<file path="src/rtl/cpu_pkg.sv">
// Shared definitions for the 8-bit CPU pipeline.
//   ADDR_W     : PC / instruction-memory address width
//   INSTR_W    : instruction word width
//   if_state_t : fetch-stage FSM encoding, also decoded by the debug/trace block
package cpu_pkg;

  localparam int ADDR_W  = 8;
  localparam int INSTR_W = 16;

  typedef enum logic [1:0] {
    S_IDLE = 2'd0,  // first cycle after reset release, no request
    S_REQ  = 2'd1,  // request outstanding to instruction memory
    S_HOLD = 2'd2   // returned word parked in the hold buffer
  } if_state_t;

endpackage

</file>
<file path="src/rtl/if_hold_buf.sv">
// One-entry instruction + PC buffer used by the fetch stage to park a memory
// response while decode is stalled.
//   clkin, reset       : clock, asynchronous active-high reset
//   load               : capture din_instr / din_pc, set valid
//   clear              : drop the entry (wins over load)
//   din_instr, din_pc  : word and its address to capture
//   valid              : entry holds a live word
//   dout_instr, dout_pc: stored word and its address
module if_hold_buf #(
  parameter int ADDR_W  = 8,
  parameter int INSTR_W = 16
) (
  input  logic               clkin,
  input  logic               reset,
  input  logic               load,
  input  logic               clear,
  input  logic [INSTR_W-1:0] din_instr,
  input  logic [ADDR_W-1:0]  din_pc,
  output logic               valid,
  output logic [INSTR_W-1:0] dout_instr,
  output logic [ADDR_W-1:0]  dout_pc
);

  always_ff @(posedge clkin or posedge reset) begin
    if (reset) begin
      valid      <= 1'b0;
      dout_instr <= '0;
      dout_pc    <= '0;
    end else if (clear) begin
      valid      <= 1'b0;
      dout_instr <= '0;
      dout_pc    <= '0;
    end else if (load) begin
      valid      <= 1'b1;
      dout_instr <= din_instr;
      dout_pc    <= din_pc;
    end
  end

endmodule

</file>
<file path="src/rtl/if_stage.sv">
// Instruction-fetch stage of the 8-bit CPU. Requests the word at pc_in from
// instruction memory, captures it into the IF/ID register and produces the
// next PC for the PC register. A one-entry hold buffer absorbs a response
// that arrives while decode is stalled with a full IF/ID register.
//
// Memory handshake: mem_req is the valid, mem_ready the ready; a word moves
// only in a cycle where both are 1, and that transfer is taken (accepted)
// only if no redirect is present in the same cycle.
//
// Ports:
//   clkin, reset                 : clock, asynchronous active-high reset
//   pc_in / pc_next              : PC register output / next value (comb)
//   mem_req, mem_addr            : instruction-memory request and address
//   mem_rdata, mem_ready         : returned word and completion strobe
//   stall_in                     : decode cannot take a new instruction
//   redir_valid, redir_target    : taken branch/jump, flushes the fetch path
//   ifid_valid/instr/pc          : IF/ID register
//   perf_fetch, perf_stall       : saturating counters (IF_PERF_CNT_EN only)
//   dbg_state                    : current FSM state for trace/debug
//
// Build option: define IF_PERF_CNT_EN to add the performance counters.
module if_stage
  import cpu_pkg::*;
#(
  parameter int ADDR_W  = cpu_pkg::ADDR_W,
  parameter int INSTR_W = cpu_pkg::INSTR_W
) (
  input  logic               clkin,
  input  logic               reset,
  input  logic [ADDR_W-1:0]  pc_in,
  output logic [ADDR_W-1:0]  pc_next,
  output logic               mem_req,
  output logic [ADDR_W-1:0]  mem_addr,
  input  logic [INSTR_W-1:0] mem_rdata,
  input  logic               mem_ready,
  input  logic               stall_in,
  input  logic               redir_valid,
  input  logic [ADDR_W-1:0]  redir_target,
  output logic               ifid_valid,
  output logic [INSTR_W-1:0] ifid_instr,
  output logic [ADDR_W-1:0]  ifid_pc,
`ifdef IF_PERF_CNT_EN
  output logic [15:0]        perf_fetch,
  output logic [15:0]        perf_stall,
`endif
  output if_state_t          dbg_state
);

  if_state_t state, state_nx;

  logic               accept;
  logic               out_free;
  logic               hold_load;
  logic               hold_unload;
  logic               hold_clear;
  logic               hold_valid;
  logic [INSTR_W-1:0] hold_instr;
  logic [ADDR_W-1:0]  hold_pc;

  // A response counts only while requesting and not being flushed.
  assign accept      = (state == S_REQ) && mem_ready && !redir_valid;
  // IF/ID can take a word if it is empty or decode is consuming it now.
  assign out_free    = !ifid_valid || !stall_in;
  assign hold_load   = accept && !out_free;
  assign hold_unload = (state == S_HOLD) && hold_valid && !stall_in && !redir_valid;
  assign hold_clear  = redir_valid || hold_unload;

  assign mem_addr = pc_in;

  // Redirect first; otherwise advance only on an accepted fetch.
  always_comb begin
    pc_next = pc_in;
    if (redir_valid) begin
      pc_next = redir_target;
    end else if (accept) begin
      pc_next = pc_in + ADDR_W'(1);
    end
  end

  // FSM: state register
  always_ff @(posedge clkin or posedge reset) begin
    if (reset) begin
      state <= S_IDLE;
    end else begin
      state <= state_nx;
    end
  end

  // FSM: next state
  always_comb begin
    state_nx = state;
    if (redir_valid) begin
      state_nx = S_REQ;
    end else begin
      case (state)
        S_IDLE:  state_nx = S_REQ;
        S_REQ:   if (hold_load) state_nx = S_HOLD;
        S_HOLD:  if (!stall_in) state_nx = S_REQ;
        default: state_nx = S_IDLE;
      endcase
    end
  end

  // FSM: outputs
  always_comb begin
    mem_req   = (state == S_REQ);
    dbg_state = state;
  end

  // IF/ID register
  always_ff @(posedge clkin or posedge reset) begin
    if (reset) begin
      ifid_valid <= 1'b0;
      ifid_instr <= '0;
      ifid_pc    <= '0;
    end else if (redir_valid) begin
      ifid_valid <= 1'b0;
    end else if (accept && out_free) begin
      ifid_valid <= 1'b1;
      ifid_instr <= mem_rdata;
      ifid_pc    <= pc_in;
    end else if (hold_unload) begin
      ifid_valid <= 1'b1;
      ifid_instr <= hold_instr;
      ifid_pc    <= hold_pc;
    end else if (!stall_in) begin
      ifid_valid <= 1'b0;
    end
  end

  if_hold_buf #(
    .ADDR_W  (ADDR_W),
    .INSTR_W (INSTR_W)
  ) u_hold (
    .clkin      (clkin),
    .reset      (reset),
    .load       (hold_load),
    .clear      (hold_clear),
    .din_instr  (mem_rdata),
    .din_pc     (pc_in),
    .valid      (hold_valid),
    .dout_instr (hold_instr),
    .dout_pc    (hold_pc)
  );

`ifdef IF_PERF_CNT_EN
  // Saturating counters; nothing is counted in S_IDLE.
  always_ff @(posedge clkin or posedge reset) begin
    if (reset) begin
      perf_fetch <= '0;
      perf_stall <= '0;
    end else if (state != S_IDLE) begin
      if (accept && (perf_fetch != 16'hFFFF)) begin
        perf_fetch <= perf_fetch + 16'd1;
      end
      if (ifid_valid && stall_in && (perf_stall != 16'hFFFF)) begin
        perf_stall <= perf_stall + 16'd1;
      end
    end
  end
`endif

endmodule

</file>
<file path="config.mk">
export PLATFORM = sky130hd
export DESIGN_NAME = if_stage
export DESIGN_NICKNAME = d
export VERILOG_FILES = /design/src/rtl/cpu_pkg.sv /design/src/rtl/if_hold_buf.sv /design/src/rtl/if_stage.sv
export SDC_FILE = /design/constraint.sdc
export NUM_CORES = 1
export LEC_CHECK = 0
export CAP_MARGIN = 20
export CORE_UTILIZATION = 43
export CTS_BUF_LIST = sky130_fd_sc_hd__clkbuf_4 sky130_fd_sc_hd__clkbuf_8
export DETAILED_ROUTE_END_ITERATION = 16
export HOLD_SLACK_MARGIN = 0.08
export PLACE_DENSITY = 0.76
export RECOVER_POWER = 25
export SYNTH_ARGS = -nofsm -noshare
export SYNTH_HDL_FRONTEND = slang
export SYNTH_SLANG_ARGS = --single-unit
</file>
<file path="constraint.sdc">
create_clock -name clkin -period 1.8 [get_ports clkin]
set_input_delay 0.36 -clock clkin [delete_from_list [all_inputs] [get_ports clkin]]
set_output_delay 0.36 -clock clkin [all_outputs]
set_load 0.01 [all_outputs]
</file>
==> flow_metrics.env <==
export IMPL_post_layout_nonfiller_instances=389
export IMPL_synthesis_yosys_warnings=0
export IMPL_cts_tree="yes"
export IMPL_intPower_mw=1.977
export IMPL_num_antenna_cells=0
export IMPL_synth_cells=209
export IMPL_cp_start_kind="input pin"
export IMPL_vias_per_cell=5.761
export IMPL_postLayoutSetupSlackWorst_ns=-0.4347
export IMPL_hold_path_depth=1
export IMPL_synth_edff_count=0
export IMPL_ys_async_sr_fraction_pct=100.0
export IMPL_hp_start="u_hold.dout_instr[6]"
export IMPL_track_usage_pct=24.51
export IMPL_power_combinational_fraction_pct=25.4
export IMPL_peakVddDrop_mv=0.4061
export IMPL_mappedNetlistArea_sq_um=2485
export IMPL_synthTopCellsByArea="sky130_fd_sc_hd__dfrtp_1 52%, sky130_fd_sc_hd__a22o_1 8.5%, sky130_fd_sc_hd__a2bb2oi_1 8.1%"
export IMPL_placed_cells=376
export IMPL_final_max_slew_violation_count=0
export IMPL_clk_transition_reported_paths_ns=0.09
export IMPL_drt_initial_drc_count=155
export IMPL_netlist_area_leader_share_pct=52.37
export IMPL_rrSetupSlack_ns=0.13
export IMPL_finalClockSkew_ns=0.01320
export IMPL_seq_power_share_pct=48.3
export IMPL_yosys_area_top_type="sky130_fd_sc_hd__dfrtp_1"
export IMPL_switching_share_pct=26.47
export IMPL_clkLatencyLatePin_ns=0.31
export IMPL_synth_fp_nets=247
export IMPL_ant_nets=0
export IMPL_totalPowerFinal_mw=2.689
export IMPL_unrepaired_setup_endpoints_after_global_routing="yes"
export IMPL_io_buffers=80
export IMPL_worstMarginPinSlew_ns=0.6694
export IMPL_wirelength_mm=7.096
export IMPL_min_path_type="register to register"
export IMPL_rows=27
export IMPL_numCtsBuffers=5
export IMPL_floorplan_core_area_sq_um=5540
export IMPL_htree_levels=2
export IMPL_worst_ep_required_time_ns=1.44
export IMPL_number_of_global_route_vias_before_repair=2263
export IMPL_gp_routability_congestion=0.9086
export IMPL_worst_endpoint_data_arrival_time_ns=1.87
export IMPL_failed_checks="setup timing"
export IMPL_die_h_microns=78.02
export IMPL_drive_gt1_share_pct=25.55
export IMPL_num_vias=2241
export IMPL_slew_headroom_pct=55.33
export IMPL_drt_drc_violations_left=0
export IMPL_cts_sinks=52
export IMPL_power_switching_mw=0.7116
export IMPL_achievable_frequency_mhz=447.5
export IMPL_crit_path_start="pc_in[6]"
export IMPL_num_nets_final=354
export IMPL_synth_seq_area_share_pct=52.37
export IMPL_timing_hold_violations_final=0
export IMPL_grt_first_pass_wirelength_mm=11.61
export IMPL_primary_ff_master_synth="sky130_fd_sc_hd__dfrtp_1"
export IMPL_p_leak_nw=1.601
export IMPL_synth_cell_type_count=44
export IMPL_finalWorstPathRequiredPeriod_ns=2.235
export IMPL_status="complete, but fails checks"
export IMPL_synth_seq_cells=52
export IMPL_synth_avg_cell_area_sq_um=11.89
export IMPL_cts_root_buf="sky130_fd_sc_hd__clkbuf_8"
export IMPL_boundaryPins=81
export IMPL_cts_buffer_depth=2
export IMPL_hpwl_mm=5.067
export IMPL_worst_r2r_path_depth=6
export IMPL_grt_max_degree=25
export IMPL_layout_worst_path_cycle_share_pct=124.1
export IMPL_r2r_start="dbg_state[1]"
export IMPL_cts_hold_buffers=0
export IMPL_crit_path_max_fanout=3
export IMPL_synthToLayoutAreaGrowth_pct=51.26
export IMPL_die_w_microns=78.02
export IMPL_power_density_over_the_cells_nw_per_um2=715.4
export IMPL_path_class="input pin to primary output"
export IMPL_antenna_found_initial=0
export IMPL_clock_power_share_pct=26.3
export IMPL_finalSetupViolCount=8
export IMPL_place_worst_setup_slack_ns=-1.009
export IMPL_max_cap_violations=0
export IMPL_crit_path_end_kind="primary output"
export IMPL_global_route_overflow_total=0
export IMPL_die_area_sq_um=6087
export IMPL_detailedRoute_firstPassIterationCount=4
export IMPL_floorplan_initialDensity_pct=44.85
export IMPL_detail_route_wl_per_cell_microns=18.24
-- final cells by class --
type	count	area (sq um)
Multi-Input combinational cell	125	1099
Timing Repair Buffer	128	1154
Clock buffer	7	90.09
Fill cell	433	1782
Clock inverter	1	8.758
Inverter	4	15.01
Tap cell	72	90.09
Sequential cell	52	1303
-- per-layer routing --
layer	vias to the layer above	share of wire, %	wire length (microns)	GRT usage (%)
met4	0	1.5	106	8.519
li1	1053	-	-	-
met1	1115	47	3313	35.91
met2	65	48	3383	37.35
met3	8	4.1	292	3.488
met5	-	0	0	0
-- repair_timing --
action,4_1_cts,5_1_grt
cloned,0,0
pin swaps,9,4
buffers inserted,5,1
endpoints found under the hold margin,0,0
resized for setup,54,11
setup endpoints to repair,43,20
-- logic make-up (layout without fill, tap and decap cells) --
logic type / count (synthesis) / after routing / synth area share, %
AO/OA/AOI/OAI: 91 / 91 / 31.47
flip-flops: 52 / 52 / 52.37
AND/OR/NAND/NOR: 32 / 32 / 8.208
buffers and inverters: 32 / 140 / 7.099
adder cells (fa/ha/maj): 1 / 1 / 0.5034
XOR/XNOR: 1 / 1 / 0.3525
-- sequential cells by signal, indices dropped and copies added, names as in the netlist --
register           flops
ifid_pc                8
u_hold.dout_pc         8
ifid_valid             1
ifid_instr            16
u_hold.valid           1
u_hold.dout_instr     16
dbg_state              2
-- cell usage after synthesis (2+ instances only) --
| library cell | n |
|---|---|
| sky130_fd_sc_hd__a2bb2oi_1 | 23 |
| sky130_fd_sc_hd__or4_1 | 2 |
| sky130_fd_sc_hd__nand4bb_1 | 2 |
| sky130_fd_sc_hd__nand2_1 | 5 |
| sky130_fd_sc_hd__clkbuf_1 | 8 |
| sky130_fd_sc_hd__inv_1 | 3 |
| sky130_fd_sc_hd__buf_2 | 8 |
| sky130_fd_sc_hd__nor2_1 | 6 |
| sky130_fd_sc_hd__dfrtp_1 | 52 |
| sky130_fd_sc_hd__or3_1 | 2 |
| sky130_fd_sc_hd__o21ai_1 | 4 |
| sky130_fd_sc_hd__o32ai_1 | 23 |
| sky130_fd_sc_hd__a221o_1 | 2 |
| sky130_fd_sc_hd__buf_4 | 8 |
| sky130_fd_sc_hd__buf_6 | 2 |
| sky130_fd_sc_hd__a31oi_1 | 5 |
| sky130_fd_sc_hd__nand3_1 | 4 |
| sky130_fd_sc_hd__a22o_1 | 24 |
-- worst paths after layout --
kind | endpoint
setup / recovery | pc_next[7]
hold / removal | u_hold.dout_instr[6]
setup reg to reg | ifid_instr[2]
hold reg to reg | u_hold.dout_instr[6]
max in group asynchronous | u_hold.dout_pc[6]
min in group asynchronous | ifid_valid
-- critical path, cell delays in order --
cell                              delay (ns)
sky130_fd_sc_hd__clkdlybuf4s50_1        0.52
sky130_fd_sc_hd__nand2_1                0.08
sky130_fd_sc_hd__or4_4                  0.48
sky130_fd_sc_hd__a221o_1                0.30
sky130_fd_sc_hd__buf_2                  0.14
-- power groups by stage --
stage	Combinational, mW	Sequential [mW]	Clock, mW
floorplan	0.240	1.35	0
global placement	0.672	1.32	0
detailed placement	0.677	1.32	0
CTS	0.677	1.30	0.724
global route	0.728	1.31	0.780
finish	0.683	1.30	0.707
-- through the flow --
step | utilization (%) | setup TNS [ns] | hold WS, ns | cell area, sq um
final | 67.84 | -2.498 | 0.5080 | 3759
after floorplan | - | -0.05815 | 0.4668 | 2492
after detailed placement | 64.66 | -24.00 | 0.4890 | 3582
after global routing | 67.84 | -3.125 | 0.5311 | 3759
after global placement | 64.66 | -22.62 | 0.4840 | 3582
after CTS | 67.10 | -2.566 | 0.3575 | 3717
-- cell usage in the layout (no fill, tap or decap), types with 2 or more instances in the layout --
cell,netlist,layout
sky130_fd_sc_hd__nand3_1,4,4
sky130_fd_sc_hd__or4_4,0,2
sky130_fd_sc_hd__a221o_1,2,2
sky130_fd_sc_hd__nor2_1,6,6
sky130_fd_sc_hd__inv_1,3,2
sky130_fd_sc_hd__clkdlybuf4s50_1,0,59
sky130_fd_sc_hd__buf_12,0,2
sky130_fd_sc_hd__nand2_1,5,5
sky130_fd_sc_hd__a2bb2oi_1,23,23
sky130_fd_sc_hd__dlygate4sd2_1,0,11
sky130_fd_sc_hd__inv_2,1,2
sky130_fd_sc_hd__buf_4,8,39
sky130_fd_sc_hd__a31oi_1,5,4
sky130_fd_sc_hd__buf_6,2,6
sky130_fd_sc_hd__buf_2,8,8
sky130_fd_sc_hd__o32ai_1,23,23
sky130_fd_sc_hd__a22o_1,24,24
sky130_fd_sc_hd__o21ai_1,4,4
sky130_fd_sc_hd__dfrtp_1,52,51
sky130_fd_sc_hd__clkbuf_8,0,6
(Power assumes the default switching activity.)
==> edit 1: new RTL, same settings <==
Add a define of `IF_PERF_CNT_EN`.
--- a/src/rtl/if_stage.sv
+++ b/src/rtl/if_stage.sv
@@ -20,4 +20,6 @@
 //
 // Build option: define IF_PERF_CNT_EN to add the performance counters.
+`define IF_PERF_CNT_EN
+
 module if_stage
   import cpu_pkg::*;
Check against the original RTL (old outputs only; new: perf_fetch and perf_stall): equivalent (equiv_simple and equiv_induct, registers matched by name and starting in step).
==> edit 1 against the unedited design <==
- the flow still finishes with violations (negative setup slack)
- non-clock buffer count up 44
- sequential share of layout area fell by 0.82 points
- final area increased by 66%
- die area grew 68%
- setup slack gained 0.087 ns
- worst hold slack worse by 0.00096 ns
- power up 82%
- sequential cell count up 32
- wire length increased by 52%
- highest routed layer unchanged
- synthesized area up 70%
- critical endpoint unchanged
- largest cell class unchanged
==> edit 1: results (changes against the unedited design) <==
[cells_and_area]
finalNetCount = 546  ; +54%
drive_gt1_share_pct = 32.9  ; +7.3 points
nFillCells = 737  ; +70%
instances_no_fill = 640  ; +65%

[logic_synthesis]
ys_types = 49  ; +11%
synthTopCellsByArea = dfrtp_1 (50%), mux2_2 (7.7%), mux2_4 (6.8%)
synth_commonest_cells = dfrtp_1 (84), mux2_2 (29), a22o_1 (24), mux2_4 (19), nand2_1 (17)
synth_nets = 383  ; +55%

[detailed_routing]
drtIter0Drc = 126  ; -19%

[setup_path]
r2r_end = ifid_pc[7]
cp_max_fo = 4  ; +1
r2r.worst_path.cells = 8  ; +2
cp.arrival_ns = 1.79  ; -0.08 ns

[worst_hold_path]
hp-start = u_hold.dout_instr[7]
hold_end = u_hold.dout_instr[7]

[pwr]
p_total_w = 0.00489  ; +82%
switchingPower_w = 0.00151  ; +110%
p_leak_nw = 2.86  ; +79%
ir_worst_vdd_uv = 539  ; +33%

[sta]
hold_ws_ns = 0.507  ; -0.000960 ns
fin_ws_ns = -0.348  ; +0.0869 ns
finClkSkew_ns = 0.00892  ; -0.00428 ns
setup_viol = 32  ; +24
worst_slew_pin_slew_ns = 1.14  ; +0.475 ns

[cts]
clock_latency_ns = 0.37  ; +0.06 ns
cts.htree.levels = 3  ; +1

[outcome]
status = finished, violations left
violations = negative setup slack

[place]
place_ws_ns = -0.825  ; +0.184 ns
dp.cells = 607  ; +61%
gp_congestion = 0.769  ; -15%

[global_route]
grt_start_max_net_pins = 85  ; +240%
grt_use_total_pct = 22.1  ; -2.4 points

edit 1: cell count changes after synthesis, sizes merged, moves of 8 or more:
cell,unedited run,this run
dfrtp,52,84
mux2,0,53
o32ai,23,0
xnor2,1,12
nand3,4,12
nor4,1,10
a2bb2oi,23,0
nand2,5,18
xor2,0,16
nand4,1,13
edit 1: through the flow:
step	utilization, %	TNS [ns]
floorplan	-	0
global placement	61.2	-45.88
detailed placement	61.2	-47.62
CTS	65.4	-6.70
global route	66.7	-11.05
finish	66.7	-8.29
edit 1: metal layers:
layer  vias up  GRT usage, %  routed length, um
li1       1596             -                  -
met1      1707          29.0               4740
met2       104          36.6               5390
met3        13          4.30                483
met4         0          7.25                187
met5         -             0                  0
edit 1: logic make-up (layout without fill, tap and decap cells):
kind of cell / after synthesis / in the layout / share of synthesized area, %
xor+xnor: 28 / 28 / 5.81
simple gates: 93 / 94 / 13.9
fa+ha+maj: 3 / 3 / 0.890
flops: 84 / 84 / 49.8
mux: 53 / 53 / 15.8
buf+inv: 29 / 196 / 4.18
compound gates: 53 / 53 / 9.55
edit 1: area by class of cell:
class | count | area, um2 | area share, %
Clock buffer | 9 | 124 | 1.98
Tap cell | 129 | 161 | 2.58
Sequential cell | 84 | 2120 | 33.8
Clock inverter | 7 | 63.8 | 1.02
Inverter | 8 | 33.8 | 0.540
Timing Repair Buffer | 172 | 1700 | 27.2
Multi-Input combinational cell | 231 | 2060 | 32.9
edit 1: repair_timing:
action,CTS,global route
setup endpoints to repair,74,67
gates resized for setup,71,26
pin swaps,7,7
setup buffers,7,6
hold buffers,0,0
cloned,4,0
edit 1: worst max-delay path, stage by stage, from the launching register on:
cell and delay, ns:
dfrtp_2 0.41, and4bb_2 0.34, nand4_1 0.14, xnor2_1 0.15
mux2_4 0.26, buf_6 0.12
==> edit 2: new RTL, same settings <==
Without the edit above. Register the output `dbg_state`, without a reset; this adds one clock of latency there. The other outputs are not delayed to match.
--- a/src/rtl/if_stage.sv
+++ b/src/rtl/if_stage.sv
@@ -46,4 +46,6 @@
   output if_state_t          dbg_state
 );
+
+  if_state_t dbg_state_d;
 
   if_state_t state, state_nx;
@@ -105,5 +107,5 @@
   always_comb begin
     mem_req   = (state == S_REQ);
-    dbg_state = state;
+    dbg_state_d = state;
   end
 
@@ -161,4 +163,8 @@
 `endif
 
+  always_ff @(posedge clkin) begin
+    dbg_state <= dbg_state_d;
+  end
+
 endmodule
 
Check against the original RTL: not equivalent (a bounded check fails within 4 cycles, from zero or initial values and one cycle with reset high).
==> edit 2 against the unedited design <==
- the flow still finishes with violations (negative setup slack)
- synthesized area increased by 1.5%
- global-route usage is 1.2 points higher
- setup slack lost 0.12 ns
- power grew 6.1%
- critical endpoint unchanged
- wire length is 12% higher
- final area rose by 10%
- synthesized cell count up 1.9%
- worst hold slack gained 0.0018 ns
- sequential cell count rose by 2
- register-to-register slack worse by 0.17 ns
==> edit 2: results (changes against the unedited design) <==
[outcome]
status = finished, violations left
violations = negative setup slack

[cells_and_area]
drive_gt1_share_pct = 33.9  ; +8.4 points
finalNetCount = 367  ; +3.7%
top_regs = ifid_instr x16, u_hold.dout_instr x16
nFillCells = 349  ; -19%

[logic_synthesis]
synth_xor_area_share_pct = 0.347  ; -0.0052 points
async_reset_ff_share_pct = 96.3  ; -3.7 points
ys_types = 43  ; -2.3%
synth-adder-area-share_pct = 0.496  ; -0.0075 points
synthTopCellsByArea = dfrtp_1 (52%), a22o_1 (8.3%), a2bb2oi_1 (8.0%)
synth_compound_area_share_pct = 30.9  ; -0.62 points
synth_top_area_share_pct = 51.6  ; -0.78 points
syn_avg_cell_area_um2 = 11.8  ; -0.40%
seq_area_frac_synth_pct = 53.2  ; +0.81 points

[setup_path]
r2r_end = ifid_pc[2]
cp_max_fo = 4  ; +1
r2r.worst_path.cells = 7  ; +1
cp_slowest_cell = or4_4
cp_top_family = simple AND/OR/NAND/NOR gates
r2r_start = dbg_state_d[1]
cp.arrival_ns = 1.99  ; +0.12 ns

[detailed_routing]
wl_per_cell_um = 19.8  ; +8.3%
wirelength_mm = 7.94  ; +12%
drtIter0Drc = 201  ; +30%

[pwr]
ir_worst_vdd_uv = 549  ; +35%
p_per_area_nw_per_um2 = 689  ; -3.7%
p_leak_nw = 1.75  ; +9.0%
p_int_w = 0.00206  ; +4.4%

[global_route]
grt_start_max_net_pins = 38  ; +52%
grt_use_total_pct = 25.7  ; +1.2 points
grt_pass1_vias = 2329  ; +2.9%
met3_usage_pct = 4.19  ; +0.70 points
grt_first_pass_wirelength_mm = 12.1  ; +4.4%

[place]
dp.cells = 378  ; +0.53%
gp_congestion = 0.874  ; -3.8%
dp_hpwl_mm = 4.90  ; -3.2%

[sta]
setup_viol = 20  ; +12
fin_ws_ns = -0.551  ; -0.117 ns
finClkSkew_ns = 0.00516  ; -0.00804 ns

[worst_hold_path]
hold_depth = 1  ; unchanged

## edit 2: cell count changes after synthesis, moves of 2 or more
cell / before / now
o21ai_0: 0 / 3
buf_2: 8 / 12
o21ai_1: 4 / 0
dfxtp_1: 0 / 2
nor4bb_1: 0 / 2
## edit 2: kinds of logic (layout without fill, tap and decap cells)
logic type / after synthesis / count (layout)
compound gates: 90 / 91
flops: 54 / 54
simple gates: 33 / 33
fa+ha+maj: 1 / 1
buf+inv: 34 / 150
xor+xnor: 1 / 1
## edit 2: worst reg2reg max path, delay by kind of cell (launching register included)
kind | cells | cell delay [ns]
and+or+nand+nor | 1 | 0.29
buffers and inverters | 4 | 0.66
AOI/OAI and AO/OA | 2 | 0.44
DFF | 1 | 0.40
## edit 2: through the flow
step	setup TNS, ns	setup WS (ns)	power, W	hold WS [ns]
4_1_cts	-3.39	-0.495	0.00276	0.338
3_3_place_gp	-27.85	-0.934	0.00204	0.476
3_5_place_dp	-31.31	-1.00	0.00205	0.476
6_report	-3.97	-0.551	0.00285	0.510
2_1_floorplan	-0.0818	-0.0577	0.00164	0.431
5_1_grt	-5.69	-0.606	0.00297	0.531
## edit 2: worst max path at each step
stage                         from          to  slack [ns]
floorplan              redir_valid  pc_next[5]       -0.06
global placement       redir_valid  pc_next[4]       -0.93
detailed placement     redir_valid  pc_next[6]       -1.00
CTS                 dbg_state_d[1]  pc_next[7]       -0.49
global route        dbg_state_d[1]  pc_next[7]       -0.61
finish              dbg_state_d[1]  pc_next[7]       -0.55
## edit 2: power by group through the flow
| stage | Combinational, W | Clock, W | Sequential (W) |
|---|---|---|---|
| finish | 0.000793 | 0.000701 | 0.00136 |
| global route | 0.000835 | 0.000766 | 0.00137 |
| CTS | 0.000699 | 0.000716 | 0.00134 |
| detailed placement | 0.000682 | 0 | 0.00136 |
| global placement | 0.000675 | 0 | 0.00136 |
| floorplan | 0.000246 | 0 | 0.00140 |
## edit 2: layout make-up
class	instances	share of cell area (%)
Sequential cell	54	32.4
Timing Repair Buffer	138	32.1
Multi-Input combinational cell	126	30.7
Tap cell	72	2.18
Clock buffer	6	1.84
Clock inverter	2	0.423
Inverter	4	0.363
## edit 2: repair_timing
item,CTS,global route
endpoints found under the setup margin,42,36
gates cloned,1,2
buffers inserted,9,5
gates resized for setup,55,39
endpoints found under the hold margin,0,0
pin swaps,7,10
## edit 2: metal layers
layer	vias up	part of all wire, %
li1	1083	-
met1	1226	44
met2	84	49
met3	12	4.8
met4	0	1.5
met5	-	0
